[src/rtl/lfsr_pkg.sv]
// lfsr_pkg: shared constants, scheduler state type and the 5-bit LFSR step
// for the lfsr_sched random source.
package lfsr_pkg;
    localparam int LFSR_W      = 5;
    localparam int LFSR_PERIOD = 31;
    localparam logic [LFSR_W-1:0] LFSR_SAFE_SEED = 5'h01;

    typedef enum logic [1:0] {IDLE, LOAD, RUN} sched_state_t;

    // x^5 + x^3 + 1, right-shifting Fibonacci form
    function automatic logic [LFSR_W-1:0] lfsr_next(input logic [LFSR_W-1:0] q);
        return {q[0] ^ q[2], q[4:1]};
    endfunction
endpackage

[src/rtl/lfsr_core.sv]
// lfsr_core: 5-bit maximal-length LFSR state register with seed load.
// A load wins over a step when both are requested in the same cycle.
module lfsr_core
    import lfsr_pkg::*;
#(
    parameter logic [LFSR_W-1:0] SEED = LFSR_SAFE_SEED
) (
    input  logic              clk,
    input  logic              reset,
    input  logic              load,
    input  logic [LFSR_W-1:0] load_val,
    input  logic              step,
    output logic [LFSR_W-1:0] q
);
    logic [LFSR_W-1:0] r_q;

    always_ff @(posedge clk or negedge reset) begin
        if (!reset)    r_q <= SEED;
        else if (load) r_q <= load_val;
        else if (step) r_q <= lfsr_next(r_q);
    end

    assign q = r_q;
endmodule

[src/rtl/lfsr_sched.sv]
// lfsr_sched: IDLE/LOAD/RUN configurator and round-robin scheduler handing out
// one LFSR value per grant to NUM_REQ requesters.
module lfsr_sched
    import lfsr_pkg::*;
#(
    parameter int                NUM_REQ      = 2,
    parameter logic [LFSR_W-1:0] SEED_DEFAULT = 5'h01
) (
    input  logic               clk,
    input  logic               reset,
    input  logic               cfg_en,
    input  logic               cfg_load,
    input  logic [LFSR_W-1:0]  cfg_seed,
    input  logic [NUM_REQ-1:0] req,
    output logic [NUM_REQ-1:0] gnt,
    output logic               rnd_valid,
    output logic [LFSR_W-1:0]  rnd_data,
    output logic               wrap,
    output logic               running
);
    localparam int PW = $clog2(NUM_REQ);
    localparam logic [LFSR_W-1:0] CORE_SEED = (SEED_DEFAULT == '0) ? LFSR_SAFE_SEED : SEED_DEFAULT;
    localparam logic [4:0] CNT_LAST = 5'(LFSR_PERIOD - 1);

    sched_state_t      r_state;
    logic [PW-1:0]     r_ptr;
    logic [4:0]        r_cnt;
    logic [LFSR_W-1:0] r_seed;
    logic [NUM_REQ-1:0] r_gnt;
    logic              r_valid;
    logic [LFSR_W-1:0] r_data;
    logic              r_wrap;

    logic [LFSR_W-1:0]  w_q;
    logic [NUM_REQ-1:0] w_rot;
    logic [PW-1:0]      w_win;
    logic               w_grant;
    logic               w_last;

    assign w_grant = (r_state == RUN) && cfg_en && !cfg_load && |req;
    assign w_last  = r_cnt == CNT_LAST;

    // rotate so bit 0 is the requester just after the last winner
    assign w_rot = NUM_REQ'({req, req} >> (r_ptr + PW'(1)));

    always_comb begin
        w_win = r_ptr;
        for (int j = NUM_REQ - 1; j >= 0; j--)
            if (w_rot[j]) w_win = PW'((int'(r_ptr) + 1 + j) % NUM_REQ);
    end

    lfsr_core #(.SEED(CORE_SEED)) u_core (
        .clk      (clk),
        .reset    (reset),
        .load     (r_state == LOAD),
        .load_val ((r_seed == '0) ? LFSR_SAFE_SEED : r_seed),
        .step     (w_grant),
        .q        (w_q)
    );

    always_ff @(posedge clk or negedge reset) begin
        if (!reset) begin
            r_state <= IDLE;
            r_ptr   <= PW'(NUM_REQ - 1);
            r_cnt   <= '0;
            r_seed  <= '0;
            r_gnt   <= '0;
            r_valid <= 1'b0;
            r_data  <= '0;
            r_wrap  <= 1'b0;
        end else begin
            r_gnt   <= w_grant ? NUM_REQ'(1) << w_win : '0;
            r_valid <= w_grant;
            r_wrap  <= w_grant && w_last;
            if (w_grant) begin
                r_data <= w_q;
                r_ptr  <= w_win;
                r_cnt  <= w_last ? '0 : r_cnt + 5'd1;
            end
            if (r_state == LOAD) r_cnt <= '0;
            if (r_state != LOAD && cfg_load) r_seed <= cfg_seed;
            r_state <= (r_state != LOAD && cfg_load) ? LOAD : cfg_en ? RUN : IDLE;
        end
    end

    assign gnt       = r_gnt;
    assign rnd_valid = r_valid;
    assign rnd_data  = r_data;
    assign wrap      = r_wrap;
    assign running   = r_state == RUN;
endmodule

[config.mk]
export PLATFORM = sky130hd
export DESIGN_NAME = lfsr_sched
export DESIGN_NICKNAME = d
export VERILOG_FILES = /design/src/rtl/lfsr_pkg.sv /design/src/rtl/lfsr_core.sv /design/src/rtl/lfsr_sched.sv
export SDC_FILE = /design/constraint.sdc
export NUM_CORES = 1
export LEC_CHECK = 0
export BUFFER_PORTS_ARGS = -buffer_cell sky130_fd_sc_hd__buf_4
export CAP_MARGIN = 10
export CORE_ASPECT_RATIO = 0.9
export CORE_UTILIZATION = 51
export DETAILED_ROUTE_END_ITERATION = 7
export GPL_TIMING_DRIVEN = 0
export PLACE_DENSITY = 0.82
export RECOVER_POWER = 100
export SLEW_MARGIN = 10
export SYNTH_ARGS = -nofsm -noshare
export SYNTH_HDL_FRONTEND = slang
export SYNTH_SLANG_ARGS = --single-unit
[constraint.sdc]
create_clock -name clk -period 2.9 [get_ports clk]
set_clock_uncertainty 0.2 [all_clocks]
set_input_delay 0.58 -clock clk [delete_from_list [all_inputs] [get_ports clk]]
set_output_delay 0.58 -clock clk [all_outputs]
set_load 0.05 [all_outputs]
Yosys cells after proc, flatten, opt, wreduce, memory -nomap -nowiden
Index checks and enable logic that the tools add are counted. W data, S select, Z words.

Add/subtract/negate cells: 4. Equality and inequality tests: 4. Shift-type cells: 2. Muxes and demuxes: 11. Bitwise operators: 1. Reductions and logical operators: 9.

Operators with widths (count): $mux W5 (6); $mux W2 (3); $add A5 B1 Y5 const B (1); $eq A5 B5 Y1 const B (1); $logic_and A1 B1 Y1 (5); $logic_not A5 Y1 (1); $shr A4 B1 Y2 (1); $add A1 B1 Y1 const B (3); $eq A2 B1 Y1 const B (1); $eq A2 B2 Y1 const B (1); $mux W1 (2); $ne A2 B1 Y1 const B (1); $reduce_bool A2 Y1 (1); $reduce_or A2 Y1 (1); $shl A1 B1 Y2 const A (1); $logic_not A1 Y1 (1); $xor A1 B1 Y1 (1).

Bits in registers: 27. Logic and storage cells: 40.

Logic depth before layout (Yosys ltp)
Gate-level depths: netlist of the first run.

Depth after elaboration: 6. Mapped depth: 6.

Modules after synthesis
A second synthesis of the first run with hierarchy kept.

Cells, all modules: 104. Area total of the unflattened synthesis: 1237.4 um2.

Modules (own cells, without submodules): lfsr_sched (instances 1, cells an instance 80, area an instance 978.4 um2, sequential area each 551.8 um2); lfsr_core (instances 1, cells an instance 24, area an instance 259.0 um2, sequential area each 126.4 um2).

Least setup slack after synthesis of the first run
No wires, ideal clock.

Path kind: input -> register. Start: in req[1]. End: reg u_core.r_q[4] (netlist: u_core.q[4]). Setup time: 0.126 ns. Arrival time: 1.370 ns. Data required time: 2.574 ns. Setup slack: 1.204 ns. Cell stages on the path: 5. Buffers on the path: 1. Path through: or2_4 -> nand2_4 -> buf_4 -> nor2_1 -> a221o_1.

Longest elaborated chain between the ends: 3.

Ends and longest elaborated chain: from (decl) (RTL line lfsr_sched.sv:14) `input logic [NUM_REQ-1:0] req,`; $reduce_or A2 Y1 (RTL line lfsr_sched.sv:40) `assign w_grant = (r_state == RUN) && cfg_en && !cfg_load && |req;`; $logic_and A1 B1 Y1 (RTL line lfsr_sched.sv:40); $reduce_bool A2 Y1 (no line); to (signal assigned) (RTL line lfsr_core.sv:19) `else if (load) r_q <= load_val;`; to (signal assigned) (RTL line lfsr_core.sv:20) `else if (step) r_q <= lfsr_next(r_q);`; to (decl) (RTL line lfsr_core.sv:15) `logic [LFSR_W-1:0] r_q;`.

Every way passes these cells. A chain may end at the register's enable or synchronous reset.

Worst setup path in the final report of the first run
Start: reg r_state[0]. End: out running.

Longest elaborated chain between the ends: 1.

Ends and longest elaborated chain: from (decl) (RTL line lfsr_sched.sv:25) `sched_state_t r_state;`; from (signal assigned) (RTL line lfsr_sched.sv:82) `r_state <= (r_state != LOAD && cfg_load) ? LOAD : cfg_en ? RUN : IDLE;`; $eq A2 B2 Y1 (RTL line lfsr_sched.sv:90) `assign running = r_state == RUN;`; to (decl) (RTL line lfsr_sched.sv:19) `output logic running`.

Every way passes these cells.

==> metrics.md, run 1 <==
| Metric | Value |
|---|---|
| RSZ-0062 raised after global routing | no |
| # port buffers | 20 |
| CTS Hold Bufs | 1 |
| Vias in the first global route | a little under 800 |
| Area growth syn-to-layout | 13.7% |
| Hold WC Path Type | primary input to flip-flop |
| Initial Util | 57.1% |
| Final Util | 65.0% |
| Die Footprint | 0.00244 sq mm |
| CP required | 2.12 ns |
| Yosys warns | 0 |
| Die W | just over 50 microns |
| Initial antenna violation count | 0 |
| I/O pin cnt | 21 |
| Total CTS buffers | 3 |
| WS Path Type | flip-flop to output pin |
| Slew of the pin with the lowest slew margin | around 1.4 ns |
| Share of cells above drive strength 1 | 18.2% |
| TNS Setup | 0 ns |
| P_sw | about 0.29 mW |
| Crit end category | output pin |
| Vias post-DR | a little over 800 |
| Post-synth EDFFs | 0 |
| PostCTS Resize Cnt | 0 |
| Post-route ant nets | 0 |
| Clock transition at path regs | ~0.13 ns |
| Synth top cells by count | dfrtp_1, nand2_1, mux2_2 |
| Post-Syn Nets | between 100 and 150 |
| Flop pwr share | a little under three fifths |
| Worst-skew pair later-pin latency | a little over 0.3 ns |
| Total gr overflow | 0 |
| Cell Area, Synth | 0.00115 sq mm |
| Relative slew margins | a little under 6% |
| Worst path max stage delay | 0.46 ns |
| Pwr Density | 656 mW/mm^2 |
| Critical Path Fanout Max | 4 |
| Finished Layout Cells | around 150 |
| Crit path DAT | around 1.4 ns |
| All-Layer GR Usage | approximately 20% |
| Synth top area share | between 50% and 60% |
| Yosys top cell by area | dfrtp_1 |
| Pin count of the biggest net entering global routing | 28 |
| Cell Chain, Critical Path | and2b_1 -> clkbuf_1 |
| Pwr Total | approximately 0.86 mW |
| DP Cell Count | 141 |
| Residual DRC | 0 |
| Reg2Reg Setup Slack | 1.00 ns |
| Critical path's slowest cell | clkbuf_1 |
| DRT iter0 DRCs | 12 |
| Critical Path Start Type | flip-flop |
| Crit path time final | 2.17 ns |
| Slew Viols, Final | 0 |
| Crit share post-route | around 75% |
| Synth area leaders | dfrtp_1, mux2_2, dfstp_2 |
| Average wire per standard cell | 14.7 microns |
| Final setup viols | 0 |
| Worst hold slack | roughly 0.22 ns |
| Final GP Congestion | 0.809 |
| Avg Inst Size Synth | roughly 12 sq um |
| Status | finished, final reports clean |
| H-tree Lvls | 1 |
| Root buf cell | clkbuf_4 |
| Ant diodes | 0 |
| Gate Count Post-Synth | 96 |
| Clk pwr share | between 15 and 20% |
| Row cnt | 15 |
| Leak | approximately 0.64 nW |
| P_int | approximately 0.57 mW |
| Logic gate share of total power | between 20% and 30% |
| Post-synth cell types | 34 |
| NumNets Final | roughly 140 |
| Main synth FF type | dfrtp_1 |
| First-pass GRT wire length | between 3 and 4 mm |
| Via density per instance | about 5.7 |
| Ys async rst share | 100% |
| Clk sink count | 27 |
| Die Y | between 40 and 50 microns |
| Clock buffer depth | 2 |
| Max Clock Freq | approximately 0.46 GHz |
| Post-synthesis sequential element count | 27 |
| Sw Ratio | approximately a third |
| Detailed placer's ending HPWL | 1.52 mm |
| Final hold vios | 0 |
| 1st-pass router iterations | 4 |
| Setup bufs post-CTS | 0 |
| Sequential area share after synthesis | 59.1% |
| Core Footprint | between 0.002 and 0.0025 sq mm |
| Number of max-cap violations | 0 |
| Count leader, synth | dfrtp_1 |
| CTS tree | yes |
| Worst vdd ir | approximately 0.48 mV |
| DRT Wirelength | roughly 2.1 mm |
## state kept, by name, indices dropped and copies added, names as in the netlist
| signal | count |
|---|---|
| r_seed | 5 |
| gnt | 2 |
| r_cnt | 5 |
| u_core.q | 5 |
| rnd_data | 5 |
| rnd_valid | 1 |
| r_ptr | 1 |
| wrap | 1 |
| r_state | 2 |
## stage by stage
step / area (sq um) / setup slack [ns]
global route: 1310 / 0.524
floorplan: 1150 / 1.20
detailed placement: 1330 / 0.987
finish: 1310 / 0.730
global placement: 1330 / 0.999
CTS: 1370 / 0.982
## cell families (layout without fill, tap and decap cells)
group | Yosys count | count (layout) | synth area share (%)
simple gates | 36 | 36 | 17.9
flops | 27 | 27 | 59.1
compound gates | 20 | 20 | 12.8
mux | 5 | 5 | 4.91
buf+inv | 5 | 30 | 2.40
fa+ha+maj | 2 | 2 | 2.18
xor+xnor | 1 | 1 | 0.763
## worst paths after layout
kind                             startpoint     endpoint  depth (start not counted)
worst max-delay path             r_state[0]      running                          2
worst min-delay path                 req[0]        r_ptr                          2
worst max register to register   r_state[1]  u_core.q[4]                          5
worst min register to register  rnd_data[2]  rnd_data[2]                          1
max in group asynchronous             reset  u_core.q[2]                          2
min in group asynchronous             reset     r_cnt[4]                          2
## routing by layer
metal	global-route usage [%]	vias up	part of all wire, %
met5	0	-	0
met4	3.78	0	0.65
li1	-	396	-
met3	6.80	2	5.6
met1	24.7	398	45
met2	35.4	34	49
## layout by cell type (no fill, tap or decap), types with 3 or more instances in the layout
cell type,netlist,routed
a221o_1,4,4
mux2_2,5,5
inv_1,3,3
dfrtp_1,25,25
buf_4,1,9
a21o_1,4,4
nor2_1,4,4
clkbuf_4,0,3
and3_1,3,3
o21ai_0,2,3
clkbuf_1,0,13
a21oi_1,3,5
nand3_1,3,3
nand2_1,12,12
## power by group through the flow
| stage | logic (mW) | clock network [mW] | registers, mW |
|---|---|---|---|
| 3_5_place_dp | 0.239 | 0 | 0.492 |
| 2_1_floorplan | 0.0834 | 0 | 0.563 |
| 5_1_grt | 0.233 | 0.174 | 0.493 |
| 3_3_place_gp | 0.232 | 0 | 0.487 |
| 6_report | 0.215 | 0.154 | 0.487 |
| 4_1_cts | 0.242 | 0.162 | 0.486 |
## final cells by class
class,count,area (sq um)
plain buffers,1,3.75
clock buffers,4,26.3
fillers,174,703
inverters,4,16.3
multi-input cells,64,430
flip-flops and latches,27,678
well taps,25,31.3
repair buffers,21,119
## worst max-delay path: cells and delay by family (launching register included)
family / cells / cell delay, ns
buf+inv: 1 / 0.46
flops: 1 / 0.41
simple gates: 1 / 0.20
No activity file was read; power rests on OpenSTA's default activity.
==> run 2, diff against run 1 <==
==> constraint.sdc (replaced) <==
create_clock -name clk -period 2.25 [get_ports clk]
set_clock_uncertainty 0.2 [all_clocks]
set_input_delay 0.45 -clock clk [delete_from_list [all_inputs] [get_ports clk]]
set_output_delay 0.45 -clock clk [all_outputs]
set_load 0.05 [all_outputs]
==> run 2 against run 1 <==
- die area did not move
- utilization is 0.25 points higher
- sequential power grew 29%
- worst setup slack worse by 0.38 ns
- sequential cell count is the same
- critical endpoint is now u_core.q[4]
- non-clock buffer count unchanged
- design area increased by 0.38%
- critical path depth up 3
- critical path type is now flip-flop to flip-flop
- sequential share of layout area down 0.20 points
- combinational power increased by 30%
- count of clock-buffer cells in the layout unchanged
==> metrics.md, run 2 (synthesis gave the netlist of run 1 again) <==
| Metric | Value |
|---|---|
| Pwr Density | 843 mW/mm^2 |
| Setup ws final | around 0.35 ns |
| Final setup viols | 0 |
| 1st-pass router iterations | 4 |
| WS Path Type | flip-flop to flip-flop |
| All-Layer GR Usage | ~20% |
| Leak | 0.644 nW |
| Crit end category | flip-flop |
| Critical Path Fanout Max | 10 |
| Area growth syn-to-layout | 14.2% |
| TNS Setup | 0 ns |
| CTS tree | yes |
| Residual DRC | 0 |
| DRT iter0 DRCs | 12 |
| Ant diodes | 0 |
| Pre-CTS setup slack | approximately 0.47 ns |
| First-pass GRT wire length | between 3 and 4 mm |
| I/O pin cnt | 21 |
| Fillers | approximately 170 |
| Final Util | between 60% and 70% |
| Total CTS buffers | 3 |
| Clock transition at path regs | between 0.1 and 0.15 ns |
| Die W | 52.0 microns |
| Crit path DAT | 1.90 ns |
| Pwr Total | between 1 and 1.5 mW |
| Worst hold stages | 2 |
| R2R depth | 5 |
| Row cnt | 15 |
| Die Footprint | between 0.002 and 0.0025 sq mm |
| Crit share post-route | 84.3% |
| H-tree Lvls | 1 |
| DRT Wirelength | 2.15 mm |
| PostCTS Resize Cnt | 0 |
| CP required | 2.26 ns |
| Post-route ant nets | 0 |
| Average wire per standard cell | roughly 15 microns |
| Total gr overflow | 0 |
| Hold WC Path Type | primary input to flip-flop |
| Core Footprint | roughly 0.0020 sq mm |
| Slew Viols, Final | 0 |
| Worst-skew pair later-pin latency | around 0.31 ns |
| Critical Path Start Type | flip-flop |
| Number of max-cap violations | 0 |
| # port buffers | 20 |
| Most common cell after layout, fill and taps aside | dfrtp_1 |
| Share of cells above drive strength 1 | between 15 and 20% |
| Crit path time final | approximately 1.9 ns |
| Final hold vios | 0 |
| Worst hold slack | between 0.09 and 0.1 ns |
| Final GP Congestion | a little over 0.8 |
| Status | finished, final reports clean |
| NumNets Final | ~140 |
| Commonest non-fill, non-tap cells in the layout | dfrtp_1, nand2_1, clkbuf_1 |
| Die Y | between 40 and 50 microns |
| Initial antenna violation count | 0 |
| Via density per instance | around 5.7 |
| Vias in the first global route | ~770 |
| Root buf cell | clkbuf_4 |
| Worst vdd ir | 0.621 mV |
| Initial Util | roughly 57% |
| Vias post-DR | 830 |
| Max Clock Freq | around 0.53 GHz |
| Relative slew margins | ~54% |
| Detailed placer's ending HPWL | between 1.5 and 2 mm |
| Slew of the pin with the lowest slew margin | 0.694 ns |
| Pin count of the biggest net entering global routing | 28 |
| Clock buffer depth | 2 |
| Setup bufs post-CTS | 0 |
| Clk sink count | 27 |
| RSZ-0062 raised after global routing | no |
run 2: cell count changes in the layout (fill, tap and decap cells not counted):
cell / before / now
buf_4: 9 / 10
clkbuf_1: 13 / 11
clkbuf_2: 0 / 1
run 2: where the power goes:
| part | switching [mW] | internal [mW] |
|---|---|---|
| Sequential | 0.0572 | 0.570 |
| Combinational | 0.188 | 0.0911 |
| Clock | 0.129 | 0.0692 |
| Total | 0.374 | 0.730 |
run 2: final cells by class:
type	instances	area (sq um)	share of cell area, %
plain buffers	1	3.75	0.287
clock buffers	4	26.3	2.01
inverters	4	16.3	1.24
multi-input cells	64	430	32.9
flip-flops and latches	27	678	51.8
well taps	25	31.3	2.39
repair buffers	21	124	9.46
run 2: final timing paths:
kind,startpoint,endpoint,slack [ns]
setup reg to reg,r_state[1],u_core.q[4],0.35
setup / recovery,r_state[1],u_core.q[4],0.35
hold reg to reg,rnd_data[2],rnd_data[2],0.30
min in group asynchronous,reset,r_cnt[4],0.48
max in group asynchronous,reset,u_core.q[2],0.96
hold / removal,req[0],r_ptr,0.09
run 2: timing repair:
| item | CTS | global route |
|---|---|---|
| hold buffers | 1 | 0 |
| hold endpoints to repair | 25 | 0 |
| endpoints found under the setup margin | 0 | 0 |
run 2: per-layer routing:
metal,vias to the layer above,global-route usage (%),routed length (microns)
met1,398,24.7,969
li1,396,-,-
met2,34,35.4,1050
met4,0,3.78,14
met5,-,0,0
met3,2,6.80,124
run 2: metrics by stage:
step	area, sq um	cells
after CTS	1370	146
after floorplan	1150	96
after detailed placement	1330	141
after global placement	1330	141
final	1310	146
after global routing	1310	146
run 2: critical path, cell delays in order (launching register included):
cell and delay, ns:
dfrtp_1 0.42, and4bb_1 0.30, nand2_4 0.11, clkbuf_1 0.36, nor2_1 0.12, a221o_1 0.29
==> run 3, diff against run 2 <==
--- a/config.mk
+++ b/config.mk
@@ -5,13 +5,14 @@
 export SDC_FILE = /design/constraint.sdc
 export NUM_CORES = 1
 export LEC_CHECK = 0
+export ABC_AREA = 1
 export BUFFER_PORTS_ARGS = -buffer_cell sky130_fd_sc_hd__buf_4
 export CAP_MARGIN = 10
 export CORE_ASPECT_RATIO = 0.9
-export CORE_UTILIZATION = 51
+export CORE_UTILIZATION = 48
 export DETAILED_ROUTE_END_ITERATION = 7
 export GPL_TIMING_DRIVEN = 0
-export PLACE_DENSITY = 0.82
+export PLACE_DENSITY = 0.81
 export RECOVER_POWER = 100
 export SLEW_MARGIN = 10
 export SYNTH_ARGS = -nofsm -noshare
==> constraint.sdc (replaced) <==
create_clock -name clk -period 1.5 [get_ports clk]
set_clock_uncertainty 0.2 [all_clocks]
set_input_delay 0.3 -clock clk [delete_from_list [all_inputs] [get_ports clk]]
set_output_delay 0.3 -clock clk [all_outputs]
set_load 0.05 [all_outputs]
==> run 3 against run 2 <==
- the run now ends with setup timing left
- cell count increased by 36%
- utilization increased by 2.1 points
- critical path depth decreased by 3
- die area increased by 13%
- count of clock-buffer cells in the layout unchanged
- power increased by 54%
- register-to-register slack got worse by 0.26 ns
- first-iteration DRC count decreased by 67%
- worst hold slack got worse by 0.051 ns
- sequential cell count unchanged
==> metrics.md, run 3 <==
| Metric | Value |
|---|---|
| Pin count of the biggest net entering global routing | 28 |
| Number of max-cap violations | 0 |
| Critical Path Start Type | flip-flop |
| Finished Cell Area | about 0.0015 sq mm |
| TNS Setup | -0.0137 ns |
| R2R Path Start | r_state[0] |
| Cell Area, Synth | 0.00122 sq mm |
| Finished Layout Cells | just under 200 |
| Vias post-DR | roughly 990 |
| Core Footprint | 0.00228 sq mm |
| Post-synth EDFFs | 0 |
| Gate Count Post-Synth | between 100 and 150 |
| RSZ-0062 raised after global routing | yes |
| Count leader, synth | nand2_1 |
| Pre-CTS setup slack | around 0.095 ns |
| Sequential area share after synthesis | 55.4% |
| Final GP Congestion | slightly above 0.7 |
| Max Clock Freq | around 0.66 GHz |
| Main combinational cell family by area after synthesis | simple AND/OR/NAND/NOR gates |
| Final Util | approximately two thirds |
| Pwr Density | 1110 mW/mm^2 |
| Synth Area in Compound Gates | between 1.5 and 2% |
| Synth Area in XOR/XNOR | between 1 and 1.5% |
| Final setup viols | 1 |
| I/O pin cnt | 21 |
| Clock buffer depth | 2 |
| Hold path start | cfg_en |
| Mux contribution to synthesized area | 0% |
| 1st-pass router iterations | 4 |
| Pwr Total | between 1.5 and 2 mW |
| First-pass GRT wire length | 3.92 mm |
| Crit path DAT | 1.01 ns |
| Crit path time final | 1.51 ns |
| Root buf cell | clkbuf_4 |
| Status | finished, violations left |
| Critical Path Fanout Max | 2 |
| Leak | between 0.8 and 0.9 nW |
| Clk sink count | 27 |
| Total gr overflow | 0 |
| CTS tree | yes |
| H-tree Lvls | 1 |
| Crit. Startpoint | r_state[0] |
| Avg Inst Size Synth | 8.81 sq um |
| Ys async rst share | 100% |
| Detailed placer's ending HPWL | around 1.5 mm |
| Worst-skew pair later-pin latency | between 0.3 and 0.4 ns |
| Adder-cell area share of the yosys netlist | under 10% |
| Via density per instance | 4.98 |
| Relative slew margins | approximately 57% |
| Post-route ant nets | 0 |
| R2R depth | 6 |
| DRT Wirelength | ~2.2 mm |
| Yosys warns | 0 |
| Crit share post-route | 101% |
| Main synth FF type | dfrtp_1 |
| Synth area leaders | dfrtp_1, nand2_1, nand3_1 |
| All-Layer GR Usage | 18.0% |
| Post-synth cell types | 21 |
| Commonest non-fill, non-tap cells in the layout | nand2_1, dfrtp_1, nand3_1, buf_4, inv_1 |
| Hold WC Path Type | primary input to flip-flop |
| Most common cell after layout, fill and taps aside | nand2_1 |
| Initial antenna violation count | 0 |
| Die W | approximately 55 microns |
| Worst flop-to-flop path endpoint | r_cnt[2] |
| Yosys top cell by area | dfrtp_1 |
| NumNets Final | 185 |
| Final hold vios | 0 |
| Simple-gate share of the synthesized area | around a third |
| Worst hold stages | 3 |
| Initial Util | 53.7% |
| Setup ws final | -0.0137 ns |
| Post-synthesis sequential element count | 27 |
| DP Cell Count | ~190 |
| WS Path Type | flip-flop to output pin |
| Post-Syn Nets | ~150 |
| Synth top area share | between 50% and 60% |
| Reg2Reg Setup Slack | ~0.09 ns |
| DRT iter0 DRCs | 4 |
| Slew of the pin with the lowest slew margin | ~0.64 ns |
| # port buffers | 20 |
| Clock transition at path regs | roughly 0.13 ns |
| Die Footprint | 0.00276 sq mm |
| Residual DRC | 0 |
| Crit end category | output pin |
| Share of cells above drive strength 1 | a little under a quarter |
| Worst vdd ir | 0.955 mV |
| Slew Viols, Final | 0 |
| Hold EP | r_state[1] |
| Synth top cells by count | nand2_1, dfrtp_1, nand3_1, inv_1, nor2_1 |
| Area growth syn-to-layout | 25.4% |
| CP required | 1.00 ns |
| Worst hold slack | around 0.041 ns |
| Average wire per standard cell | roughly 11 microns |
| Failing checks | setup timing |
| Total CTS buffers | 3 |
| Row cnt | 16 |
| Cell area after placement | 0.00141 sq mm |
| Vias in the first global route | 912 |
| Ant diodes | 0 |
| Die Y | approximately 50 microns |
[run 3: power breakdown]
group	total, mW	switching, mW	internal (mW)
clock network	0.309	0.205	0.104
registers	0.922	0.0727	0.849
logic	0.472	0.308	0.164
[run 3: logic make-up after synthesis]
group / Yosys count
xor+xnor: 2
simple gates: 86
compound gates: 4
flops: 27
buf+inv: 18
fa+ha+maj: 2
[run 3: worst max-delay path, cell delays in order (launching register included)]
cell     delay (ns)
dfrtp_1        0.43
nor2_4         0.11
buf_8          0.15
[run 3: how the worst max path moves through the flow]
stage	to	slack, ns	cells after the start
2_1_floorplan	r_cnt[2]	0.003	5
3_3_place_gp	r_cnt[1]	0.13	7
3_5_place_dp	r_cnt[4]	0.09	7
4_1_cts	running	-0.02	2
5_1_grt	running	-0.09	3
6_report	running	-0.01	2
[run 3: metal layers]
layer  vias to the layer above  global-route usage [%]  routed length [microns]
met1                       457                    22.6                      992
met2                        26                    30.1                     1090
met4                         0                    5.00                       13
li1                        502                       -                        -
met5                         -                       0                        0
met3                         2                    5.51                      106
[run 3: layout make-up]
type	instances	area, sq um
buffer	2	20.0
clock buffer	4	26.3
fill	197	746
inverter	16	60.1
multi-input combinational	95	495
sequential	27	678
tap	27	33.8
timing repair buffer	27	223
[run 3: repair_timing]
item / 4_1_cts / 5_1_grt
hold buffers: 6 / 0
gates cloned: 0 / 1
setup endpoints to repair: 1 / 6
buffers inserted: 1 / 0
hold endpoints to repair: 32 / 0
gates resized for setup: 1 / 6
pin swaps: 1 / 1
